$ cat src/rtl/apb_ro_freq_counter_if.sv
// APB3 bus bundle between the fabric converter (master) and the frequency counter (slave).
interface apb_ro_freq_counter_if;
  logic [31:0] paddr;
  logic        psel;
  logic        penable;
  logic        pwrite;
  logic [31:0] pwdata;
  logic [31:0] prdata;
  logic        pready;
  logic        pslverr;

  modport master (
    output paddr, psel, penable, pwrite, pwdata,
    input  prdata, pready, pslverr
  );

  modport slave (
    input  paddr, psel, penable, pwrite, pwdata,
    output prdata, pready, pslverr
  );
endinterface

$ cat src/rtl/apb_ro_freq_counter.sv
// APB3 completer that counts rising edges of an asynchronous input over a gate window
// of PCLK cycles. Registers: CTRL, GATE, STATUS, COUNT.
module apb_ro_freq_counter #(
  parameter int unsigned CNT_WIDTH   = 32,
  parameter logic [31:0] GATE_RESET  = 32'd100000000,
  parameter int unsigned SYNC_STAGES = 2
) (
  input  logic                        pclk_i,
  input  logic                        presetn_i,
  apb_ro_freq_counter_if.slave        apb,
  input  logic                        ro_in_i,
  output logic                        done_irq_o
);

  localparam logic [CNT_WIDTH-1:0] CntMax = '1;

  typedef enum logic {StIdle, StGate} state_e;

  state_e                 state_q, state_d;
  logic [SYNC_STAGES-1:0] sync_q;
  logic                   delay_q;
  logic                   ro_edge;
  logic                   en_q, en_d, cont_q, cont_d, ie_q, ie_d;
  logic [31:0]            gate_q, gate_d, gate_eff;
  logic                   done_q, done_d, ovf_q, ovf_d;
  logic [CNT_WIDTH-1:0]   count_q, count_d;
  logic [CNT_WIDTH-1:0]   cnt_q, cnt_d, cnt_next;
  logic                   win_ovf_q, win_ovf_d, win_ovf_next;
  logic [31:0]            timer_q, timer_d;

  logic [1:0]  reg_sel;
  logic        access, addr_err, wr_err, wr_ok;
  logic        wr_ctrl, wr_gate, wr_status;
  logic        start_req, abort_req;
  logic [31:0] count_ext;
  logic        unused_addr;

  assign unused_addr = ^apb.paddr[1:0];
  assign reg_sel     = apb.paddr[3:2];
  assign access      = apb.psel & apb.penable;
  assign addr_err    = |apb.paddr[31:4];
  // STATUS only accepts the DONE clear bit; COUNT is read-only.
  assign wr_err      = apb.pwrite &
                       (((reg_sel == 2'd2) & (|{apb.pwdata[31:2], apb.pwdata[0]})) |
                        (reg_sel == 2'd3));
  assign wr_ok       = access & apb.pwrite & ~addr_err & ~wr_err;
  assign wr_ctrl     = wr_ok & (reg_sel == 2'd0);
  assign wr_gate     = wr_ok & (reg_sel == 2'd1);
  assign wr_status   = wr_ok & (reg_sel == 2'd2);
  assign start_req   = wr_ctrl & apb.pwdata[3] & apb.pwdata[0];
  assign abort_req   = wr_ctrl & ~apb.pwdata[0];

  assign apb.pready   = 1'b1;
  assign apb.pslverr  = access & (addr_err | wr_err);
  assign done_irq_o   = done_q & ie_q;
  assign gate_eff     = (gate_q == 32'd0) ? 32'd1 : gate_q;
  assign count_ext    = 32'(count_q);
  assign ro_edge      = sync_q[SYNC_STAGES-1] & ~delay_q;

  // Read mux: combinational from the address while selected.
  always_comb begin
    apb.prdata = '0;
    if (apb.psel && !addr_err) begin
      unique case (reg_sel)
        2'd0: apb.prdata = {29'd0, ie_q, cont_q, en_q};
        2'd1: apb.prdata = gate_q;
        2'd2: apb.prdata = {29'd0, ovf_q, done_q, state_q == StGate};
        default: apb.prdata = count_ext;
      endcase
    end
  end

  // Saturating edge accumulation for the current gate cycle.
  always_comb begin
    cnt_next     = cnt_q;
    win_ovf_next = win_ovf_q;
    if (ro_edge) begin
      if (cnt_q == CntMax) win_ovf_next = 1'b1;
      else                 cnt_next     = cnt_q + 1'b1;
    end
  end

  // Register writes and gate FSM next state.
  always_comb begin
    state_d   = state_q;
    en_d      = en_q;
    cont_d    = cont_q;
    ie_d      = ie_q;
    gate_d    = gate_q;
    count_d   = count_q;
    ovf_d     = ovf_q;
    cnt_d     = cnt_q;
    win_ovf_d = win_ovf_q;
    timer_d   = timer_q;
    // Clear first so a completing window in the same cycle wins.
    done_d    = done_q & ~(wr_status & apb.pwdata[1]);

    if (wr_ctrl) begin
      en_d   = apb.pwdata[0];
      cont_d = apb.pwdata[1];
      ie_d   = apb.pwdata[2];
    end
    if (wr_gate) gate_d = apb.pwdata;

    unique case (state_q)
      StIdle: begin
        if (start_req) begin
          state_d   = StGate;
          cnt_d     = '0;
          win_ovf_d = 1'b0;
          timer_d   = gate_eff;
        end
      end
      default: begin
        cnt_d     = cnt_next;
        win_ovf_d = win_ovf_next;
        timer_d   = timer_q - 32'd1;
        if (abort_req) begin
          state_d = StIdle;
        end else if (timer_q == 32'd1) begin
          count_d = cnt_next;
          ovf_d   = win_ovf_next;
          done_d  = 1'b1;
          if (cont_q && en_q) begin
            cnt_d     = '0;
            win_ovf_d = 1'b0;
            timer_d   = gate_eff;
          end else begin
            state_d = StIdle;
          end
        end
      end
    endcase
  end

  // Synchroniser and edge-detect delay flop.
  always_ff @(posedge pclk_i or negedge presetn_i) begin
    if (!presetn_i) begin
      sync_q  <= '0;
      delay_q <= 1'b0;
    end else begin
      sync_q  <= {sync_q[SYNC_STAGES-2:0], ro_in_i};
      delay_q <= sync_q[SYNC_STAGES-1];
    end
  end

  // Architectural registers and FSM state.
  always_ff @(posedge pclk_i or negedge presetn_i) begin
    if (!presetn_i) begin
      state_q   <= StIdle;
      en_q      <= 1'b0;
      cont_q    <= 1'b0;
      ie_q      <= 1'b0;
      gate_q    <= GATE_RESET;
      done_q    <= 1'b0;
      ovf_q     <= 1'b0;
      count_q   <= '0;
      cnt_q     <= '0;
      win_ovf_q <= 1'b0;
      timer_q   <= '0;
    end else begin
      state_q   <= state_d;
      en_q      <= en_d;
      cont_q    <= cont_d;
      ie_q      <= ie_d;
      gate_q    <= gate_d;
      done_q    <= done_d;
      ovf_q     <= ovf_d;
      count_q   <= count_d;
      cnt_q     <= cnt_d;
      win_ovf_q <= win_ovf_d;
      timer_q   <= timer_d;
    end
  end

endmodule
$ cat src/flat_wrapper.sv
// flat-port wrapper written by rule: the top's interface ports become plain ports
module apb_ro_freq_counter_flat 
#(
  parameter int unsigned CNT_WIDTH   = 32,
  parameter logic [31:0] GATE_RESET  = 32'd100000000,
  parameter int unsigned SYNC_STAGES = 2
)
  (pclk_i, presetn_i, ro_in_i, done_irq_o, apb_paddr, apb_psel, apb_penable, apb_pwrite, apb_pwdata, apb_prdata, apb_pready, apb_pslverr);
  apb_ro_freq_counter_if apb_i ();
  input  logic pclk_i;
  input  logic presetn_i;
  input  logic ro_in_i;
  output logic done_irq_o;
  input wire logic [$bits(apb_i.paddr)-1:0] apb_paddr;
  input wire logic [$bits(apb_i.psel)-1:0] apb_psel;
  input wire logic [$bits(apb_i.penable)-1:0] apb_penable;
  input wire logic [$bits(apb_i.pwrite)-1:0] apb_pwrite;
  input wire logic [$bits(apb_i.pwdata)-1:0] apb_pwdata;
  output wire logic [$bits(apb_i.prdata)-1:0] apb_prdata;
  output wire logic [$bits(apb_i.pready)-1:0] apb_pready;
  output wire logic [$bits(apb_i.pslverr)-1:0] apb_pslverr;
  assign apb_i.paddr = apb_paddr;
  assign apb_i.psel = apb_psel;
  assign apb_i.penable = apb_penable;
  assign apb_i.pwrite = apb_pwrite;
  assign apb_i.pwdata = apb_pwdata;
  assign apb_prdata = apb_i.prdata;
  assign apb_pready = apb_i.pready;
  assign apb_pslverr = apb_i.pslverr;
  apb_ro_freq_counter #(.CNT_WIDTH(CNT_WIDTH), .GATE_RESET(GATE_RESET), .SYNC_STAGES(SYNC_STAGES)) u_core (.pclk_i(pclk_i), .presetn_i(presetn_i), .apb(apb_i), .ro_in_i(ro_in_i), .done_irq_o(done_irq_o));
endmodule
$ cat config.mk
export PLATFORM = sky130hd
export DESIGN_NAME = apb_ro_freq_counter_flat
export DESIGN_NICKNAME = d
export VERILOG_FILES = /design/src/rtl/apb_ro_freq_counter_if.sv /design/src/rtl/apb_ro_freq_counter.sv /design/src/flat_wrapper.sv
export SDC_FILE = /design/constraint.sdc
export NUM_CORES = 1
export LEC_CHECK = 0
export BUFFER_PORTS_ARGS = -buffer_cell sky130_fd_sc_hd__buf_2
export CAP_MARGIN = 15
export CORE_AREA = 8 8 135 137
export CTS_BUF_LIST = sky130_fd_sc_hd__clkbuf_4 sky130_fd_sc_hd__clkbuf_8 sky130_fd_sc_hd__clkbuf_16
export CTS_CLUSTER_DIAMETER = 50
export DETAILED_ROUTE_END_ITERATION = 16
export DIE_AREA = 0 0 143 145
export PLACE_DENSITY = 0.81
export SLEW_MARGIN = 20
export SYNTH_ARGS = -nofsm -noshare
export SYNTH_HDL_FRONTEND = slang
export SYNTH_SLANG_ARGS = --single-unit
$ cat constraint.sdc
create_clock -name pclk_i -period 3.2 [get_ports pclk_i]
set_input_delay 0.48 -clock pclk_i [delete_from_list [all_inputs] [get_ports pclk_i]]
set_output_delay 0.48 -clock pclk_i [all_outputs]
set_load 0.005 [all_outputs]
Word level (Yosys, flattened, before mapping)
Cells that the tools add are included.
W data, S select, Z words.
{"block": "classes", "n_reduce_logical": 9, "addsub": 2, "n_eq_ne": 5, "bitwise_logic": 25, "n_mux": 30}
{"operator": "$mux W32", "count": 14}
{"operator": "$pmux W32 S3", "count": 1}
{"operator": "$add A32 B1 Y32 const B", "count": 1}
{"operator": "$eq A32 B1 Y1 const B", "count": 1}
{"operator": "$eq A32 B32 Y1 const B", "count": 1}
{"operator": "$logic_not A32 Y1", "count": 1}
{"operator": "$sub A32 B1 Y32 const B", "count": 1}
{"operator": "$reduce_or A31 Y1", "count": 1}
{"operator": "$reduce_or A28 Y1", "count": 1}
{"operator": "$and A1 B1 Y1", "count": 17}
{"operator": "$mux W1", "count": 15}
{"operator": "$not A1 Y1", "count": 6}
{"operator": "$eq A2 B2 Y1 const B", "count": 2}
{"operator": "$reduce_and A3 Y1", "count": 1}
{"operator": "$eq A2 B1 Y1 const B", "count": 1}
{"operator": "$logic_and A1 B1 Y1", "count": 2}
{"operator": "$logic_not A2 Y1", "count": 1}
{"operator": "$or A1 B1 Y1", "count": 2}
{"operator": "$reduce_bool A2 Y1", "count": 1}
{"operator": "$logic_not A1 Y1", "count": 1}
{"block": "totals", "output_inout_bits": 35, "input_bits": 70, "word_cells": 84, "reg_bits": 138}

Depth between registers and ports, before layout
Gate-level depths: netlist of the first run.
{"block": "logic_depth", "ltp_word": 13, "depth_mapped": 10, "depth_no_buf": 8}

Least setup slack after synthesis of the first run
Ideal clock, no wire load.
{"block": "synth_path", "kind": "register to register", "startpoint": "register u_core.timer_q[0]", "endpoint": "register u_core.timer_q[26]", "n_path_buf": 1, "setup_ns": 0.124, "t_required_ns": 3.076, "arrival_ns": 2.212, "path_stages_with_launch": 10, "synth_period_minus_slack_ns": 2.335, "slack_ns": 0.865, "cell_sequence": "dfrtp_1 -> inv_1 -> ha_1 -> or3b_2 -> clkbuf_1 -> nor4_4 -> nand3_1 -> or3_1 -> a32oi_1 -> nand2_1"}
{"block": "synth_between", "elab_chain_len": 5, "word_cells_on_any_way": 6, "classes_between": "add/sub (1); eq/ne (1); mux (4)"}
{"element": "from (decl)", "line_no": "apb_ro_freq_counter.sv:29", "text": "logic [31:0] timer_q, timer_d;"}
{"element": "from (signal assigned)", "line_no": "apb_ro_freq_counter.sv:172", "text": "timer_q <= timer_d;"}
{"element": "$sub A32 B1 Y32", "line_no": "apb_ro_freq_counter.sv:117", "text": "timer_d = timer_q - 32'd1;"}
{"element": "$mux W32", "line_no": "apb_ro_freq_counter.sv:124", "text": "if (cont_q && en_q) begin"}
{"element": "$mux W32", "line_no": "apb_ro_freq_counter.sv:120", "text": "end else if (timer_q == 32'd1) begin"}
{"element": "$mux W32 (*)", "line_no": "apb_ro_freq_counter.sv:118", "text": "if (abort_req) begin"}
{"element": "$mux W32 (*)", "line_no": "apb_ro_freq_counter.sv:105", "text": "unique case (state_q)"}
Mark *: on every way between the ends. The rest lies on a longest branch, timed or not.
A chain may end at the register's enable or synchronous reset.

Worst setup path after layout of the first run
{"block": "layout_path", "startpoint": "register u_core.timer_q[1]", "endpoint": "register u_core.timer_q[4]"}
The elaborated chain is that of the path after synthesis.

==> run summary, run 1 <==
The global-route usage over all layers is 0.2192. The internal power consumption came out at 3.120 mW. The portion of total power attributed to combinational logic came out at 0.031.

The areal power density over the cells is 425.4 nW/um2. The count of antenna-violating nets left after detailed routing came out at 0. Counting I/O delays and the setup requirement, the final critical path takes 2.835 ns. The hold violation total from the final report is 0. In the synthesized netlist, the cells that appear most often are sky130_fd_sc_hd__dfrtp_1, sky130_fd_sc_hd__nand2_1, sky130_fd_sc_hd__o21ai_0. The wire length of the first global-routing pass is 36540 um.

The count of distinct cell types in the synthesized netlist came out at 68. The synthesized-area fraction occupied by and/or/nand/nor cells is 0.2287. The HPWL after detailed placement is 15900 um. The peak supply drop came out at 346.0 uV. The most frequently used flop master after synthesis is sky130_fd_sc_hd__dfrtp_1. Counting the buffers created by CTS gives 17. The synthesized instance count is 843. The clock edge transition at the registers on the reported setup and hold paths is 0.06 ns.

The setup TNS came out at 0 ns. The vertical extent of the die is 145 um. The leading cell type by number of instances after synthesis is sky130_fd_sc_hd__dfrtp_1.

The area of the mapped netlist is 7901 um2. The kind of end point of the critical path is a flop. The worst endpoint required time is 3.51 ns.

The initial antenna violation count came out at 0. By area the synthesized netlist is led by sky130_fd_sc_hd__dfrtp_1, sky130_fd_sc_hd__mux2_2, sky130_fd_sc_hd__o21ai_0, sky130_fd_sc_hd__nand2_1, sky130_fd_sc_hd__dfstp_2. The tree is rooted in a sky130_fd_sc_hd__clkbuf_16. The total of warnings raised by yosys came out at 0. Setup repair after global routing left no endpoint under its margin. The flow ran to the end, and the final reports show no timing, DRC or antenna violations.

The biggest area consumer among synthesized cells is sky130_fd_sc_hd__dfrtp_1. The switching fraction of total power came out at 0.2122. The post-route non-filler standard cell count came out at 1166. The worst setup path is launched from a flop.

The via-per-instance ratio is 6.123. The number of enable-type register cells in the synthesized netlist came out at 0. The relative area change from synthesis to final layout came out at 17.81%.

The analysis attributes to net switching a power of 840.1 uW. The number of placement rows came out at 47. The average wire length per cell after detail routing came out at 19.21 um. The pin slew with the least headroom to its limit is 1.145 ns. The I/O pin count came out at 105. The share of the Yosys chip area taken by registers is 0.4390. The signal on the critical path passes through inv_1 -> ha_1 -> nor4b_1 -> nand4_1 -> or3_1 -> o31a_2 -> buf_12 -> a21o_1 -> a221o_1.

Of the total synthesized cell area, the portion taken by full adders, half adders and majority gates is 0.004751. The detailed router finished its first iteration with 815 violations. The TritonCTS clock tree is done. Once the clock tree was built, the resizer swapped 0 gates to a different size. Among all stages on the critical path, the largest delay is contributed by sky130_fd_sc_hd__or3_1. Buffers added to address setup during post-CTS repair amount to 0. The highest net fanout along the worst path came out at 72. Counting every net in the synthesized netlist gives 916. The area of the core region is 16170 um2. The arrival time at the worst endpoint is 3.15 ns. The final routed wirelength across all metal layers is 22400 um.

The leakage power came out at 4.108 nW. The min-delay analysis places its worst path in the category in -> async. Of the total power, the clock network draws 0.527.

Before antenna repair, the detailed router went through 5 iterations. The residual overflow from global routing is 0. In this design, the stage delay of the slowest critical-path cell is 0.47 ns. The final setup violation count came out at 0. The normalized max-slew margin is 0.2369. Static timing analysis puts the maximum clock frequency at 352.7 MHz.

The xor and xnor fraction of the mapped netlist area came out at 0.03215. The compound-cell area share of the yosys netlist is 0.1588. The number of global-route vias before repair is 7129. The critical path is of the reg -> reg type.

The detailed-route DRC error count came out at 0. In this run, post-CTS hold repair placed 0 buffers. The clock passes through at most 2 buffers. The average cell area after synthesis is 9.373 um2. The post-route fraction of the period consumed by the critical path came out at 0.8860. The share of synthesized area in the top cell type comes to 0.3990. The max capacitance violation total is 0. Entering global routing, the biggest net connects 73 pins. Across all layers, the routed design uses 7140 vias. The fraction of synthesized area in multiplexers came out at 0.09770. The count of port buffers added during placement is 101. The number of H-tree levels is 4. The final net count is 1006. The combinational family with the most area after synthesis is simple AND/OR/NAND/NOR gates. The clock network latency to the later pin of the worst-skew pair came out at 0.43 ns. The placed instance count is 1134. Of the total power, registers draw 0.442. The final estimated routing congestion in global placement is 0.8962. The die outline width is 143 um. The worst setup skew after layout is 0.008625 ns. The repair_antennas step left the layout with diodes totalling 0. The max-slew violation count came out at 0.

The share of flip-flops with an asynchronous set or reset after synthesis came out at 1.000. The layout cell share with drive strength beyond 1 is 0.2357. The full die area came out at 20740 um2.

The starting utilization of the core area is 0.4886. The flip-flop and latch count after synthesis is 138. Counting every sink on the clock net gives 138.
-- power by group through the flow --
stage	combinational [mW]	clock, mW	sequential (mW)
4_1_cts	0.125	2.10	1.75
6_report	0.123	2.09	1.75
3_5_place_dp	0.124	0	1.78
3_3_place_gp	0.124	0	1.78
2_1_floorplan	0.0317	0	1.78
5_1_grt	0.136	2.17	1.75
-- state kept, by name, summed over array words and instances, names as in the netlist, 2 cells and up --
name and flops:
u_core.timer_q 32, u_core.gate_q 32, u_core.count_ext 32, u_core.sync_q 2, u_core.cnt_q 32
-- per-layer routing --
metal | part of all wire | vias to the layer above | global-route usage
li1 | - | 3289 | -
met1 | 0.39 | 3534 | 0.2510
met2 | 0.52 | 258 | 0.3863
met3 | 0.054 | 59 | 0.04265
met4 | 0.035 | 0 | 0.09516
met5 | 0 | - | 0
-- worst paths after layout --
path / from / endpoint / slack (ns) / cells past startpoint
min reg2reg: u_core.sync_q[0] / u_core.sync_q[1] / 0.35 / 0
max: u_core.timer_q[1] / u_core.timer_q[4] / 0.36 / 9
min in group pclk_i: ro_in_i / u_core.sync_q[0] / 0.15 / 1
max in group asynchronous: presetn_i / u_core.count_ext[25] / 2.32 / 2
max reg2reg: u_core.timer_q[1] / u_core.timer_q[4] / 0.36 / 9
min: presetn_i / u_core.gate_q[11] / 0.04 / 1
-- cells in the final DEF, fill, tap and decap left out, drive strengths merged, types with 7 or more instances in the layout --
cell type	netlist	routed
a21o	8	8
a21oi	29	29
a22oi	14	14
a31oi	19	19
a32oi	9	9
and2	9	9
and3	13	13
and4	7	7
buf	22	122
clkbuf	29	19
dfrtp	126	126
dfstp	12	12
inv	21	21
mux2	35	35
mux2i	31	31
nand2	90	90
nand3	35	35
nand4	17	17
nor2	57	57
nor3	33	33
nor4	35	35
o21a	7	7
o21ai	77	77
or3	17	17
xnor2	19	19
xor2	10	10
-- per-stage QoR --
step                utilization  hold slack, ns  total power, mW  worst slack [ns]  instance area, um2
global placement         0.5372          0.3366            1.903            0.4991                8687
finish                   0.5756         0.04103            3.960            0.3647                9309
CTS                      0.5756         0.07420            3.970            0.3965                9309
floorplan                     -          0.1844            1.812            0.8646                7901
global route             0.5756          0.1005            4.056            0.1794                9309
detailed placement       0.5372          0.3381            1.904            0.4043                8687
-- kinds of logic after synthesis --
| family | after synthesis |
|---|---|
| other cells | 1 |
| fa+ha+maj | 3 |
| buf+inv | 72 |
| xor+xnor | 29 |
| flops | 138 |
| compound gates | 196 |
| mux | 69 |
| simple gates | 335 |
-- worst max-delay path: cells and delay by family (launching register included) --
family          cells  cell delay, ns
flops               1            0.40
buf+inv             2            0.33
fa+ha+maj           1            0.19
compound gates      3            0.85
simple gates        3            0.95
-- final cells by class --
cell class                      instances  area [um2]
Fill cell                            1380        6863
Multi-Input combinational cell        633        4158
Sequential cell                       138        3468
Timing Repair Buffer                  122       706.9
Clock buffer                           19       446.7
Tap cell                              220       275.3
Clock inverter                         13       175.2
Inverter                               21       78.83
No activity file was read; power rests on OpenSTA's default activity.
==> inputs of run 2 (changes only) <==
Settings changed: CTS_CLUSTER_SIZE set to 8.
Clock period 3.2 ns to 3.3 ns, I/O delays scaled along.
==> run 2 against run 1 <==
Compared with the run above: design area about the same; first-iteration DRC count decreased by 20%; non-clock buffer count grew 2; register-to-register slack gained 0.09 ns; critical endpoint is now u_core.cnt_q[17]; highest routed layer unchanged; worst setup slack improved by 0.089 ns; combinational power is 3% lower.
==> run summary, run 2 (same netlist as run 1, synthesis figures left out) <==
The die covers 20740 um2. The I/O pin count is 105. The worst setup slack after layout is 0.4534 ns. The top cell types in the final layout, fill and taps aside, are sky130_fd_sc_hd__dfrtp_1, sky130_fd_sc_hd__buf_2, sky130_fd_sc_hd__nand2_1, sky130_fd_sc_hd__o21ai_0, sky130_fd_sc_hd__nor2_1. The achievable frequency came out at 351.3 MHz. The relative area change from synthesis to final layout is 17.83%. The pre-antenna-repair detailed-routing pass consisted of 5 iterations.

The via total after detailed routing came out at 7043. The count of port buffers added during placement is 101. The first global-routing pass estimated 35300 um of wire.

The global-route usage over all layers came out at 0.2127. The final net count is 1008. The worst-case IR drop observed on VDD is 374.1 uV.

The die is 143 um wide. The layout cell share with drive strength beyond 1 is 0.2373. The final instance area came out at 9310 um2. Data on the critical path is required at its endpoint by 3.62 ns.

The flow ran to the end, and the final reports show no timing, DRC or antenna violations. Wires add up to 21860 um. Traced cell by cell, the critical path runs through inv_1 -> ha_1 -> nor4b_1 -> nand4_1 -> or3_1 -> o31a_2 -> buf_4 -> and3_1 -> a21o_1. The post-route fraction of the period consumed by the critical path is 0.8626. The HPWL after detailed placement came out at 15570 um.

The worst path buffer plus inverter count came out at 2. The count of antenna-violating nets left after detailed routing came out at 0. The total power came out at 3.838 mW. The number of setup buffers added after CTS is 0. Using the TritonRoute via totals, the vias-per-cell ratio works out to 6.030. The vertical extent of the die is 145 um. The library cell used most frequently in the layout, excluding fill and tap cells, is sky130_fd_sc_hd__dfrtp_1. The clock network latency to the later pin of the worst-skew pair came out at 0.43 ns.

The number of placement rows came out at 47. The buffer type at the clock tree root is sky130_fd_sc_hd__clkbuf_16. The diode insertion count for antenna repair came out at 0.

The largest individual stage delay along the critical path comes from the cell sky130_fd_sc_hd__o31a_2. The kind of cell adding the most delay to the critical path is simple AND/OR/NAND/NOR gates. Setup violations remaining at the end of the flow were counted as 0. The post-placement setup slack came out at 0.4173 ns.

Max-cap violations in this run came to 0. The delay contributed by the slowest stage of the critical path came out at 0.54 ns. The number of hold buffers added after cts is 0.

The worst setup skew after layout came out at 0.009461 ns. The leakage power is 4.124 nW. Power spread over the standard cell area amounts to 412.3 nW/um2. The pin count of the biggest net entering global routing came out at 102. The hold violation total from the final report was 0.

The classification of the worst-slack hold path is in -> async. For the pin with the worst max-slew slack, the measured transition is 0.9396 ns. The number of sinks driven by the clock tree came out at 138. The post-route non-filler standard cell count is 1168.

The number of buffers created by CTS came out at 17. Setup total negative slack on the finished layout was measured at 0 ns. The average wire length per cell after detail routing is 18.71 um. For this run, design rule violations remaining after detail routing come to 0. Once placement completed, the tool counted placed cells totaling 1136.

The initial utilization of the core area, before any placement, comes to 0.4886. For this run the aggregate overflow at the end of global routing stands at 0. STA classifies the critical path endpoint as a flop. For the worst setup path, the data arrival time is 3.16 ns. The area of the core region is 16170 um2. The max-slew violation count is 0. Summing all placed instances gives a cell area of 8690 um2.

Once layout is complete, the utilization of the core stands at 0.5757. The number of H-tree levels came out at 4. Final hold analysis gives a worst-case slack of 0.1676 ns. Setup repair after global routing left no endpoint under its margin. The worst setup path is launched from a flop. The number of global-route vias before repair was 6827. The final estimated routing congestion in global placement came out at 0.8993. The maximum buffer depth of the clock tree is 2. Measured against its own limit, the worst slew margin works out to 0.3736. The clock edge transition at the registers on the reported setup and hold paths came out at 0.06 ns. The TritonCTS clock tree is done. The layout filler cell count came out at 1346. The clock period could shrink to 2.847 ns. The initial antenna violation count came out at 0. The post-cts gate resize count came out at 0. The highest net fanout along the worst path is 24. By startpoint and endpoint, the worst setup path is classified as reg -> reg. The number of violations reported at the end of detailed-routing iteration 0 came out at 656.
==> run 2: area by class of cell <==
class | instances | area (um2) | area share
Multi-Input combinational cell | 633 | 4158 | 0.4466
Clock buffer | 19 | 446.7 | 0.04798
Sequential cell | 138 | 3468 | 0.3725
Clock inverter | 13 | 173.9 | 0.01868
Timing Repair Buffer | 124 | 709.4 | 0.07620
Tap cell | 220 | 275.3 | 0.02957
Inverter | 21 | 78.83 | 0.008467
==> run 2: worst paths after layout <==
check                                  startpoint  slack [ns]                to  cells after the start
min in group pclk_i                       ro_in_i        0.17  u_core.sync_q[0]                      1
max in group asynchronous               presetn_i        2.31  u_core.cnt_q[22]                      2
worst min-delay path                    presetn_i        0.17  u_core.gate_q[4]                      1
worst max-delay path            u_core.timer_q[1]        0.45  u_core.cnt_q[17]                      9
worst max register to register  u_core.timer_q[1]        0.45  u_core.cnt_q[17]                      9
worst min register to register   u_core.sync_q[0]        0.35  u_core.sync_q[1]                      0
==> run 2: report_power, final <==
| part | switching, mW | internal, mW | total (mW) |
|---|---|---|---|
| logic | 0.0737 | 0.0456 | 0.119 |
| clock network | 0.738 | 1.29 | 2.02 |
| registers | 0.000504 | 1.70 | 1.70 |
==> run 2: metal layers <==
layer / GRT usage / wire length [um] / vias up
met5: 0 / 0 / -
met4: 0.07921 / 478 / 0
met3: 0.03970 / 1189 / 39
met2: 0.3698 / 11560 / 265
met1: 0.2540 / 8631 / 3443
li1: - / - / 3296
==> run 2: worst reg2reg max path: stages (launching register included) <==
cell and delay [ns]:
sky130_fd_sc_hd__dfrtp_1 0.38, sky130_fd_sc_hd__inv_1 0.11, sky130_fd_sc_hd__ha_1 0.18, sky130_fd_sc_hd__nor4b_1 0.30, sky130_fd_sc_hd__nand4_1 0.16, sky130_fd_sc_hd__or3_1 0.49, sky130_fd_sc_hd__o31a_2 0.54, sky130_fd_sc_hd__buf_4 0.26
sky130_fd_sc_hd__and3_1 0.17, sky130_fd_sc_hd__a21o_1 0.15
